**src/rtl/tournament_table_arbiter_if.sv**
```systemverilog
// Bus bundle for tournament_table_arbiter: prediction read port, update port
// and the single-port 2-bit-counter table port.
// master: the requester/table side; slave: the arbiter.
interface tournament_table_arbiter_if #(
  parameter int idx_width_p = 10
);
  logic                   r_v_i;
  logic [idx_width_p-1:0] idx_r_i;
  logic                   r_ready_o;
  logic                   predict_v_o;
  logic                   predict_o;
  logic                   w_v_i;
  logic [idx_width_p-1:0] idx_w_i;
  logic                   taken_i;
  logic                   w_ready_o;
  logic                   tbl_v_o;
  logic                   tbl_w_o;
  logic [idx_width_p-1:0] tbl_idx_o;
  logic [1:0]             tbl_data_o;
  logic [1:0]             tbl_data_i;

  modport master (
    output r_v_i, idx_r_i, w_v_i, idx_w_i, taken_i, tbl_data_i,
    input  r_ready_o, predict_v_o, predict_o, w_ready_o,
           tbl_v_o, tbl_w_o, tbl_idx_o, tbl_data_o
  );

  modport slave (
    input  r_v_i, idx_r_i, w_v_i, idx_w_i, taken_i, tbl_data_i,
    output r_ready_o, predict_v_o, predict_o, w_ready_o,
           tbl_v_o, tbl_w_o, tbl_idx_o, tbl_data_o
  );
endinterface

```
**src/rtl/tournament_table_arbiter.sv**
```systemverilog
// Arbitrates a single-port 2-bit saturating-counter table between prediction
// reads and queued read-modify-write updates from resolved branches.
// Optional build macro: TOURN_ARB_STARVE_EN adds a starvation counter that
// forces a pending update after starve_limit_p consecutive read grants.
//
// state     | meaning
// ST_IDLE   | reads served; update granted when queue non-empty and allowed
// ST_UPD_RD | table read data for the head update captured; no table access
// ST_UPD_WR | saturated counter written back, queue head popped
module tournament_table_arbiter #(
  parameter int idx_width_p    = 10,
  parameter int fifo_depth_p   = 4,
  parameter int starve_limit_p = 8
) (
  input  logic                             clk_i,
  input  logic                             reset_n_i,
  tournament_table_arbiter_if.slave        bus
);

  localparam int ptr_w = $clog2(fifo_depth_p);

  typedef enum logic [1:0] {
    ST_IDLE   = 2'd0,
    ST_UPD_RD = 2'd1,
    ST_UPD_WR = 2'd2
  } state_t;

  state_t                 r_state;
  logic [1:0]             r_cnt;
  logic                   r_pred_v;

  logic [idx_width_p-1:0] r_fifo_idx [fifo_depth_p];
  logic                   r_fifo_tkn [fifo_depth_p];
  logic [ptr_w:0]         r_wr_ptr;
  logic [ptr_w:0]         r_rd_ptr;

  logic                   w_empty;
  logic                   w_full;
  logic                   w_push;
  logic                   w_pop;
  logic [idx_width_p-1:0] w_head_idx;
  logic                   w_head_tkn;
  logic                   w_idle;
  logic                   w_starved;
  logic                   w_upd_grant;
  logic                   w_rd_grant;
  logic [1:0]             w_cnt_new;

  assign w_empty    = (r_wr_ptr == r_rd_ptr);
  assign w_full     = (r_wr_ptr[ptr_w] != r_rd_ptr[ptr_w]) &&
                      (r_wr_ptr[ptr_w-1:0] == r_rd_ptr[ptr_w-1:0]);
  assign w_push     = bus.w_v_i && !w_full;
  assign w_pop      = (r_state == ST_UPD_WR);
  assign w_head_idx = r_fifo_idx[r_rd_ptr[ptr_w-1:0]];
  assign w_head_tkn = r_fifo_tkn[r_rd_ptr[ptr_w-1:0]];

  // No table traffic at all while held in reset, even if r_v_i is high.
  assign w_idle      = (r_state == ST_IDLE) && reset_n_i;
  assign w_upd_grant = w_idle && !w_empty && (!bus.r_v_i || w_full || w_starved);
  assign w_rd_grant  = w_idle && bus.r_v_i && !w_upd_grant;

`ifdef TOURN_ARB_STARVE_EN
  localparam int starve_w = $clog2(starve_limit_p + 1);
  logic [starve_w-1:0] r_starve_cnt;

  assign w_starved = (r_starve_cnt == starve_w'(starve_limit_p));

  // Count read grants that bypass a waiting update; saturate at the limit.
  always_ff @(posedge clk_i or negedge reset_n_i) begin
    if (!reset_n_i) begin
      r_starve_cnt <= '0;
    end else if (w_empty || w_upd_grant) begin
      r_starve_cnt <= '0;
    end else if (w_rd_grant && !w_starved) begin
      r_starve_cnt <= r_starve_cnt + starve_w'(1);
    end
  end
`else
  // Starvation relief compiled out; the limit has no effect (never negative).
  assign w_starved = (starve_limit_p < 0);
`endif

  // Queue pointers; storage below is reset-free since it is gated by them.
  always_ff @(posedge clk_i or negedge reset_n_i) begin
    if (!reset_n_i) begin
      r_wr_ptr <= '0;
      r_rd_ptr <= '0;
    end else begin
      if (w_push) r_wr_ptr <= r_wr_ptr + {{ptr_w{1'b0}}, 1'b1};
      if (w_pop)  r_rd_ptr <= r_rd_ptr + {{ptr_w{1'b0}}, 1'b1};
    end
  end

  // Update queue storage.
  always_ff @(posedge clk_i) begin
    if (w_push) begin
      r_fifo_idx[r_wr_ptr[ptr_w-1:0]] <= bus.idx_w_i;
      r_fifo_tkn[r_wr_ptr[ptr_w-1:0]] <= bus.taken_i;
    end
  end

  // Update sequencer plus the one-cycle prediction-valid flag.
  always_ff @(posedge clk_i or negedge reset_n_i) begin
    if (!reset_n_i) begin
      r_state  <= ST_IDLE;
      r_cnt    <= 2'd0;
      r_pred_v <= 1'b0;
    end else begin
      r_pred_v <= w_rd_grant;
      case (r_state)
        ST_IDLE: begin
          if (w_upd_grant) r_state <= ST_UPD_RD;
        end
        ST_UPD_RD: begin
          r_cnt   <= bus.tbl_data_i;
          r_state <= ST_UPD_WR;
        end
        ST_UPD_WR: begin
          r_state <= ST_IDLE;
        end
        default: r_state <= ST_IDLE;
      endcase
    end
  end

  // Saturating counter step for the head update.
  always_comb begin
    w_cnt_new = r_cnt;
    if (w_head_tkn) begin
      if (r_cnt != 2'd3) w_cnt_new = r_cnt + 2'd1;
    end else begin
      if (r_cnt != 2'd0) w_cnt_new = r_cnt - 2'd1;
    end
  end

  // Table port drive: read for a prediction, read for an update, or write-back.
  always_comb begin
    bus.tbl_v_o    = 1'b0;
    bus.tbl_w_o    = 1'b0;
    bus.tbl_idx_o  = '0;
    bus.tbl_data_o = 2'd0;
    if (w_rd_grant) begin
      bus.tbl_v_o   = 1'b1;
      bus.tbl_idx_o = bus.idx_r_i;
    end else if (w_upd_grant) begin
      bus.tbl_v_o   = 1'b1;
      bus.tbl_idx_o = w_head_idx;
    end else if (r_state == ST_UPD_WR) begin
      bus.tbl_v_o    = 1'b1;
      bus.tbl_w_o    = 1'b1;
      bus.tbl_idx_o  = w_head_idx;
      bus.tbl_data_o = w_cnt_new;
    end
  end

  assign bus.r_ready_o   = w_rd_grant;
  assign bus.w_ready_o   = !w_full;
  assign bus.predict_v_o = r_pred_v;
  assign bus.predict_o   = r_pred_v & bus.tbl_data_i[1];

endmodule

```
**src/flat_wrapper.sv**
```systemverilog
// flat-port wrapper written by rule: the top's interface ports become plain ports
module tournament_table_arbiter_flat 
#(
  parameter int idx_width_p    = 10,
  parameter int fifo_depth_p   = 4,
  parameter int starve_limit_p = 8
)
  (clk_i, reset_n_i, bus_r_v_i, bus_idx_r_i, bus_w_v_i, bus_idx_w_i, bus_taken_i, bus_tbl_data_i, bus_r_ready_o, bus_predict_v_o, bus_predict_o, bus_w_ready_o, bus_tbl_v_o, bus_tbl_w_o, bus_tbl_idx_o, bus_tbl_data_o);
  tournament_table_arbiter_if #(.idx_width_p(idx_width_p)) bus_i ();
  input  logic clk_i;
  input  logic reset_n_i;
  input wire logic [$bits(bus_i.r_v_i)-1:0] bus_r_v_i;
  input wire logic [$bits(bus_i.idx_r_i)-1:0] bus_idx_r_i;
  input wire logic [$bits(bus_i.w_v_i)-1:0] bus_w_v_i;
  input wire logic [$bits(bus_i.idx_w_i)-1:0] bus_idx_w_i;
  input wire logic [$bits(bus_i.taken_i)-1:0] bus_taken_i;
  input wire logic [$bits(bus_i.tbl_data_i)-1:0] bus_tbl_data_i;
  output wire logic [$bits(bus_i.r_ready_o)-1:0] bus_r_ready_o;
  output wire logic [$bits(bus_i.predict_v_o)-1:0] bus_predict_v_o;
  output wire logic [$bits(bus_i.predict_o)-1:0] bus_predict_o;
  output wire logic [$bits(bus_i.w_ready_o)-1:0] bus_w_ready_o;
  output wire logic [$bits(bus_i.tbl_v_o)-1:0] bus_tbl_v_o;
  output wire logic [$bits(bus_i.tbl_w_o)-1:0] bus_tbl_w_o;
  output wire logic [$bits(bus_i.tbl_idx_o)-1:0] bus_tbl_idx_o;
  output wire logic [$bits(bus_i.tbl_data_o)-1:0] bus_tbl_data_o;
  assign bus_i.r_v_i = bus_r_v_i;
  assign bus_i.idx_r_i = bus_idx_r_i;
  assign bus_i.w_v_i = bus_w_v_i;
  assign bus_i.idx_w_i = bus_idx_w_i;
  assign bus_i.taken_i = bus_taken_i;
  assign bus_i.tbl_data_i = bus_tbl_data_i;
  assign bus_r_ready_o = bus_i.r_ready_o;
  assign bus_predict_v_o = bus_i.predict_v_o;
  assign bus_predict_o = bus_i.predict_o;
  assign bus_w_ready_o = bus_i.w_ready_o;
  assign bus_tbl_v_o = bus_i.tbl_v_o;
  assign bus_tbl_w_o = bus_i.tbl_w_o;
  assign bus_tbl_idx_o = bus_i.tbl_idx_o;
  assign bus_tbl_data_o = bus_i.tbl_data_o;
  tournament_table_arbiter #(.idx_width_p(idx_width_p), .fifo_depth_p(fifo_depth_p), .starve_limit_p(starve_limit_p)) u_core (.clk_i(clk_i), .reset_n_i(reset_n_i), .bus(bus_i));
endmodule
```
**config.mk**
```make
export PLATFORM = sky130hd
export DESIGN_NAME = tournament_table_arbiter_flat
export DESIGN_NICKNAME = d
export VERILOG_FILES = /design/src/rtl/tournament_table_arbiter_if.sv /design/src/rtl/tournament_table_arbiter.sv /design/src/flat_wrapper.sv
export SDC_FILE = /design/constraint.sdc
export NUM_CORES = 1
export LEC_CHECK = 0
export CAP_MARGIN = 20
export CORE_ASPECT_RATIO = 1.25
export CORE_MARGIN = 2
export CORE_UTILIZATION = 45
export DETAILED_ROUTE_END_ITERATION = 16
export PLACE_DENSITY = 0.7
export SLEW_MARGIN = 10
export SYNTH_ARGS = -nofsm -noshare
export SYNTH_HDL_FRONTEND = slang
export SYNTH_SLANG_ARGS = --single-unit
export TNS_END_PERCENT = 5
```
**constraint.sdc**
```tcl
create_clock -name clk_i -period 5.5 [get_ports clk_i]
set_clock_uncertainty 0.2 [all_clocks]
set_input_delay 0.825 -clock clk_i [delete_from_list [all_inputs] [get_ports clk_i]]
set_output_delay 0.825 -clock clk_i [all_outputs]
set_load 0.02 [all_outputs]
```
Yosys cells after proc, flatten, opt, wreduce, memory -nomap -nowiden
Memory sizes are Yosys's and may differ from the RTL's.
Index checks and enable logic that the tools add are counted.
Widths: inputs -> output; s select.
{"block": "op_classes", "add_sub_neg": 4, "n_eq_ne": 7, "mux": 18, "bitwise_logic": 1, "reduce_logical": 14}
{"operator": "$mux 10", "n": 3}
{"operator": "$mux 2", "n": 7}
{"operator": "$logic_and 1x1->1", "n": 7}
{"operator": "$mux 1", "n": 7}
{"operator": "$add 3x1->3 const B", "n": 2}
{"operator": "$logic_not 1->1", "n": 4}
{"operator": "$pmux 2 s2", "n": 1}
{"operator": "$eq 3x3->1", "n": 1}
{"operator": "$add 2x1->2 const B", "n": 1}
{"operator": "$eq 2x1->1 const B", "n": 1}
{"operator": "$eq 2x2->1", "n": 1}
{"operator": "$eq 2x2->1 const B", "n": 1}
{"operator": "$logic_not 2->1", "n": 1}
{"operator": "$ne 2x1->1 const B", "n": 1}
{"operator": "$ne 2x2->1 const B", "n": 1}
{"operator": "$reduce_bool 2->1", "n": 1}
{"operator": "$sub 2x1->2 const B", "n": 1}
{"operator": "$and 1x1->1", "n": 1}
{"operator": "$logic_or 1x1->1", "n": 1}
{"operator": "$ne 1x1->1", "n": 1}
{"block": "word_totals", "ff_bits": 11, "mem_bits_rw": 44, "out_inout_bits": 18, "mem_count": 2}
{"memory": "u_core.r_fifo_idx", "words": 4, "width": 10, "read_ports": 1, "rd_clocked_by_memory_dff": 0, "wr": 1, "line_no": "tournament_table_arbiter.sv:32", "source": "logic [idx_width_p-1:0] r_fifo_idx [fifo_depth_p];"}
{"memory": "u_core.r_fifo_tkn", "words": 4, "width": 1, "read_ports": 1, "rd_clocked_by_memory_dff": 0, "wr": 1, "line_no": "tournament_table_arbiter.sv:33", "source": "logic r_fifo_tkn [fifo_depth_p];"}

Depth between registers and ports, before layout
{"block": "logic_depth", "word_depth": 7, "depth_mapped": 5}

Least setup slack after synthesis
Ideal clock, no wire load.
{"block": "synth_timing", "path_kind": "input to output", "from": "in bus_r_v_i", "to": "out bus_tbl_idx_o[0]", "arrival_ns": 1.958, "required_ns": 4.475, "path_slack_ns": 2.517, "cell_stages": 5, "n_path_buf": 1, "path_cell_list": "or4b_1 -> a21oi_2 -> nor3_2 -> buf_6 -> o2bb2ai_2"}
{"block": "synth_via", "elab_chain_cells": 6}
{"element": "start, declared", "line_no": "flat_wrapper.sv:12", "source": "input wire logic [$bits(bus_i.r_v_i)-1:0] bus_r_v_i;"}
{"element": "$logic_not 1->1", "line_no": "tournament_table_arbiter.sv:59", "source": "assign w_upd_grant = w_idle && !w_empty && (!bus.r_v_i || w_full || w_starved);"}
{"element": "$logic_or 1x1->1", "line_no": "tournament_table_arbiter.sv:59"}
{"element": "$logic_and 1x1->1", "line_no": "tournament_table_arbiter.sv:59"}
{"element": "$logic_not 1->1", "line_no": "tournament_table_arbiter.sv:60", "source": "assign w_rd_grant = w_idle && bus.r_v_i && !w_upd_grant;"}
{"element": "$logic_and 1x1->1", "line_no": "tournament_table_arbiter.sv:60"}
{"element": "$mux 10 (*)", "line_no": "tournament_table_arbiter.sv:142", "source": "if (w_rd_grant) begin"}
{"element": "end, declared", "line_no": "flat_wrapper.sv:24", "source": "output wire logic [$bits(bus_i.tbl_idx_o)-1:0] bus_tbl_idx_o;"}
Every way passes the cells marked *; elsewhere a longest branch is shown, timed or not.

Final worst setup path
{"block": "layout_timing", "from": "in reset_n_i", "to": "out bus_tbl_idx_o[9]"}
{"block": "layout_via", "elab_chain_cells": 6}
{"element": "start, declared", "line_no": "flat_wrapper.sv:11", "source": "input logic reset_n_i;"}
{"element": "$logic_and 1x1->1 (*)", "line_no": "tournament_table_arbiter.sv:58", "source": "assign w_idle = (r_state == ST_IDLE) && reset_n_i;"}
{"element": "$logic_and 1x1->1 (2 in series)", "line_no": "tournament_table_arbiter.sv:59"}
{"element": "$logic_not 1->1", "line_no": "tournament_table_arbiter.sv:60"}
{"element": "$logic_and 1x1->1", "line_no": "tournament_table_arbiter.sv:60"}
{"element": "$mux 10 (*)", "line_no": "tournament_table_arbiter.sv:142"}
Marked as above.

==> results_dict.tcl <==
set metrics [dict create \
    status "finished clean" \
    syn_avg_cell_area_um2 18.29 \
    yosysTopAreaCellShare_pct 54.72 \
    gp_congestion 0.7906 \
    whs_ns 0.3094 \
    syn_to_final_growth_pct 23.99 \
    period_minus_slack_ns 4.451 \
    worstHoldPathType "flip-flop to flip-flop" \
    dieArea_um2 5972 \
    grt_util_met3_pct 5.053 \
    min_path_cells 1 \
    track_usage_pct 16.62 \
    yosys_register_bits 55 \
    ios 45 \
    drive_gt1_share_pct 20.44 \
    cts_resized 0 \
    drt_wl_total_mm 4.399 \
    rsz0062_at_grt "no" \
    worstPathRequired_ns 4.47 \
    syn_area_um2 2415 \
    io_buffer_count 44 \
    drt_iter0_drc 41 \
    ys_seq_area_share_pct 66.11 \
    gr-total-overflow 0 \
    grt_pass1_vias 1436 \
    post_drt_wl_per_cell_um 18.10 \
    dp_slack_ns 1.002 \
    relSlewSlack_pct 53.03 \
    synth_area_leaders "edfxtp_1 (55%), dfrtp_1 (11%), mux4_2 (9.3%)" \
    synth_edf_count 44 \
    drv_cap 0 \
    yosysWarnings 0 \
    grt_max_degree 17 \
    cts_tree "yes" \
    leakage_nw 1.084 \
    rr_worst_depth 3 \
    syn-instance-count 132 \
    post_cts_buffers 0 \
    path_max_fanout 13 \
    cts.sink_count 55 \
    cts_hold_buf 0 \
    root_buffer "clkbuf_8" \
    fp.dieW_um 69.52 \
    ys_async_sr_fraction_pct 20.00 \
    final_hold_viol_count 0 \
    grtUsageMet2_pct 27.97 \
    final.setup.worst_slack_ns 1.049 \
    crit_type "input pin to output pin" \
    clock_path_buffers 2 \
    clk_latency_ns 0.31 \
    synth-main-ff-cell "edfxtp_1" \
    drc_errors 0 \
    drtAntennaViolNets 0 \
    period_share_pct 80.92 \
    busiest_layer "met2" \
    cp.arrival_ns 3.43 \
    num_vias 1301 \
    grt_pass1_wl_mm 7.472 \
    post-dp-hpwl_mm 2.955 \
    die_h_um 85.90 \
    num_antenna_cells 0 \
    power_density_nw_per_um2 524.8 \
    clkTransAtPathRegs_ns 0.09 \
    final_nets 212 \
    ir_worst_vdd_v 0.0002506 \
    end_kind "output pin" \
    drt-pass1-iter-count 4 \
    netlist_top_cells_count "edfxtp_1 (44), inv_1 (12), dfrtp_1 (11), mux4_2 (10), o2bb2ai_2 (10)" \
    maxSlewViolCount 0 \
    syn_nets 164 \
    critPathLaunchType "input pin" \
    antenna_found_initial 0 \
    yosysMostFrequentCell "edfxtp_1" \
    synth_area_leader_cell "edfxtp_1" \
    yosysUniqueCellTypes 31 \
    tns_ns 0 \
    setup_violations 0 \
    rows 29 \
    htree_levels 2 \
    fmax_ghz 0.2247 \
    viasPerCell 5.354 \
    cts_buffers 5 \
    use_met1_pct 20.72 \
    tightest_slew_ns 0.7045 \
    core_um2 5116 \
    start_util_pct 47.20 \
]
metal layers:
| metal | routed length (um) | vias up | part of all wire, % |
|---|---|---|---|
| met1 | 1844 | 659 | 42 |
| met3 | 216 | 5 | 4.9 |
| li1 | - | 601 | - |
| met2 | 2277 | 36 | 52 |
| met4 | 60 | 0 | 1.4 |
| met5 | 0 | - | 0 |
cells in the final DEF, fill, tap and decap left out, drive strengths merged, types with 2 or more instances in the layout:
| cell type | count |
|---|---|
| clkdlybuf4s50 | 44 |
| inv | 12 |
| dfrtp | 11 |
| xnor2 | 5 |
| nor2b | 2 |
| nand2 | 3 |
| mux4 | 11 |
| and3 | 5 |
| edfxtp | 44 |
| mux2 | 4 |
| a21boi | 2 |
| buf | 2 |
| xor2 | 2 |
| clkbuf | 6 |
| ha | 5 |
| o2bb2ai | 10 |
critical path: stages:
cell	delay, ns
clkdlybuf4s50_1	0.70
nor3b_1	0.31
and4b_1	0.23
nor3_2	0.46
buf_4	0.29
o2bb2ai_2	0.07
clkdlybuf4s50_1	0.53
power by group:
group	internal, W	switching (W)
Clock	0.0000892	0.000127
Combinational	0.000348	0.000369
Sequential	0.000571	0.0000676
kinds of logic after synthesis:
logic type	share of synthesized area [%]
and+or+nand+nor	5.285
AOI/OAI and AO/OA	7.720
xor gates and xnor gates	2.539
DFF	66.11
buffers and inverters	3.471
adders and majority gates	2.591
muxes	12.28
metrics by stage:
stage	cells	utilization [%]	power, W	instance area (um2)
6_report	243	58.52	0.001571	2994
5_1_grt	243	58.52	0.001674	2994
4_1_cts	243	58.52	0.001590	2994
3_5_place_dp	235	56.86	0.001377	2909
3_3_place_gp	235	56.86	0.001360	2909
2_1_floorplan	132	-	0.001122	2415
area by class of cell:
type	count	area (um2)
Clock buffer	6	72.57
Clock inverter	2	12.51
Fill cell	382	2122
Inverter	12	45.04
Multi-Input combinational cell	60	734.5
Sequential cell	55	1597
Tap cell	62	77.57
Timing Repair Buffer	46	455.4
registers in the layout, indices dropped and copies added, names as in the netlist:
| register | count |
|---|---|
| u_core.bus.predict_v_o | 1 |
| u_core.r_cnt | 2 |
| u_core.r_fifo_idx | 40 |
| u_core.r_fifo_tkn | 4 |
| u_core.r_rd_ptr | 3 |
| u_core.r_state | 2 |
| u_core.r_wr_ptr | 3 |
final timing paths:
kind                                                end  slack [ns]               start
worst max-delay path                   bus_tbl_idx_o[9]        1.05           reset_n_i
worst min register to register       u_core.r_rd_ptr[2]        0.31  u_core.r_rd_ptr[2]
worst min-delay path                 u_core.r_rd_ptr[2]        0.31  u_core.r_rd_ptr[2]
min in group asynchronous            u_core.r_wr_ptr[2]        0.66           reset_n_i
max in group asynchronous               u_core.r_cnt[0]        4.08           reset_n_i
worst max register to register  u_core.r_fifo_idx[3][4]        3.04  u_core.r_rd_ptr[1]
Note: power is estimated with default switching activity, not from simulation.
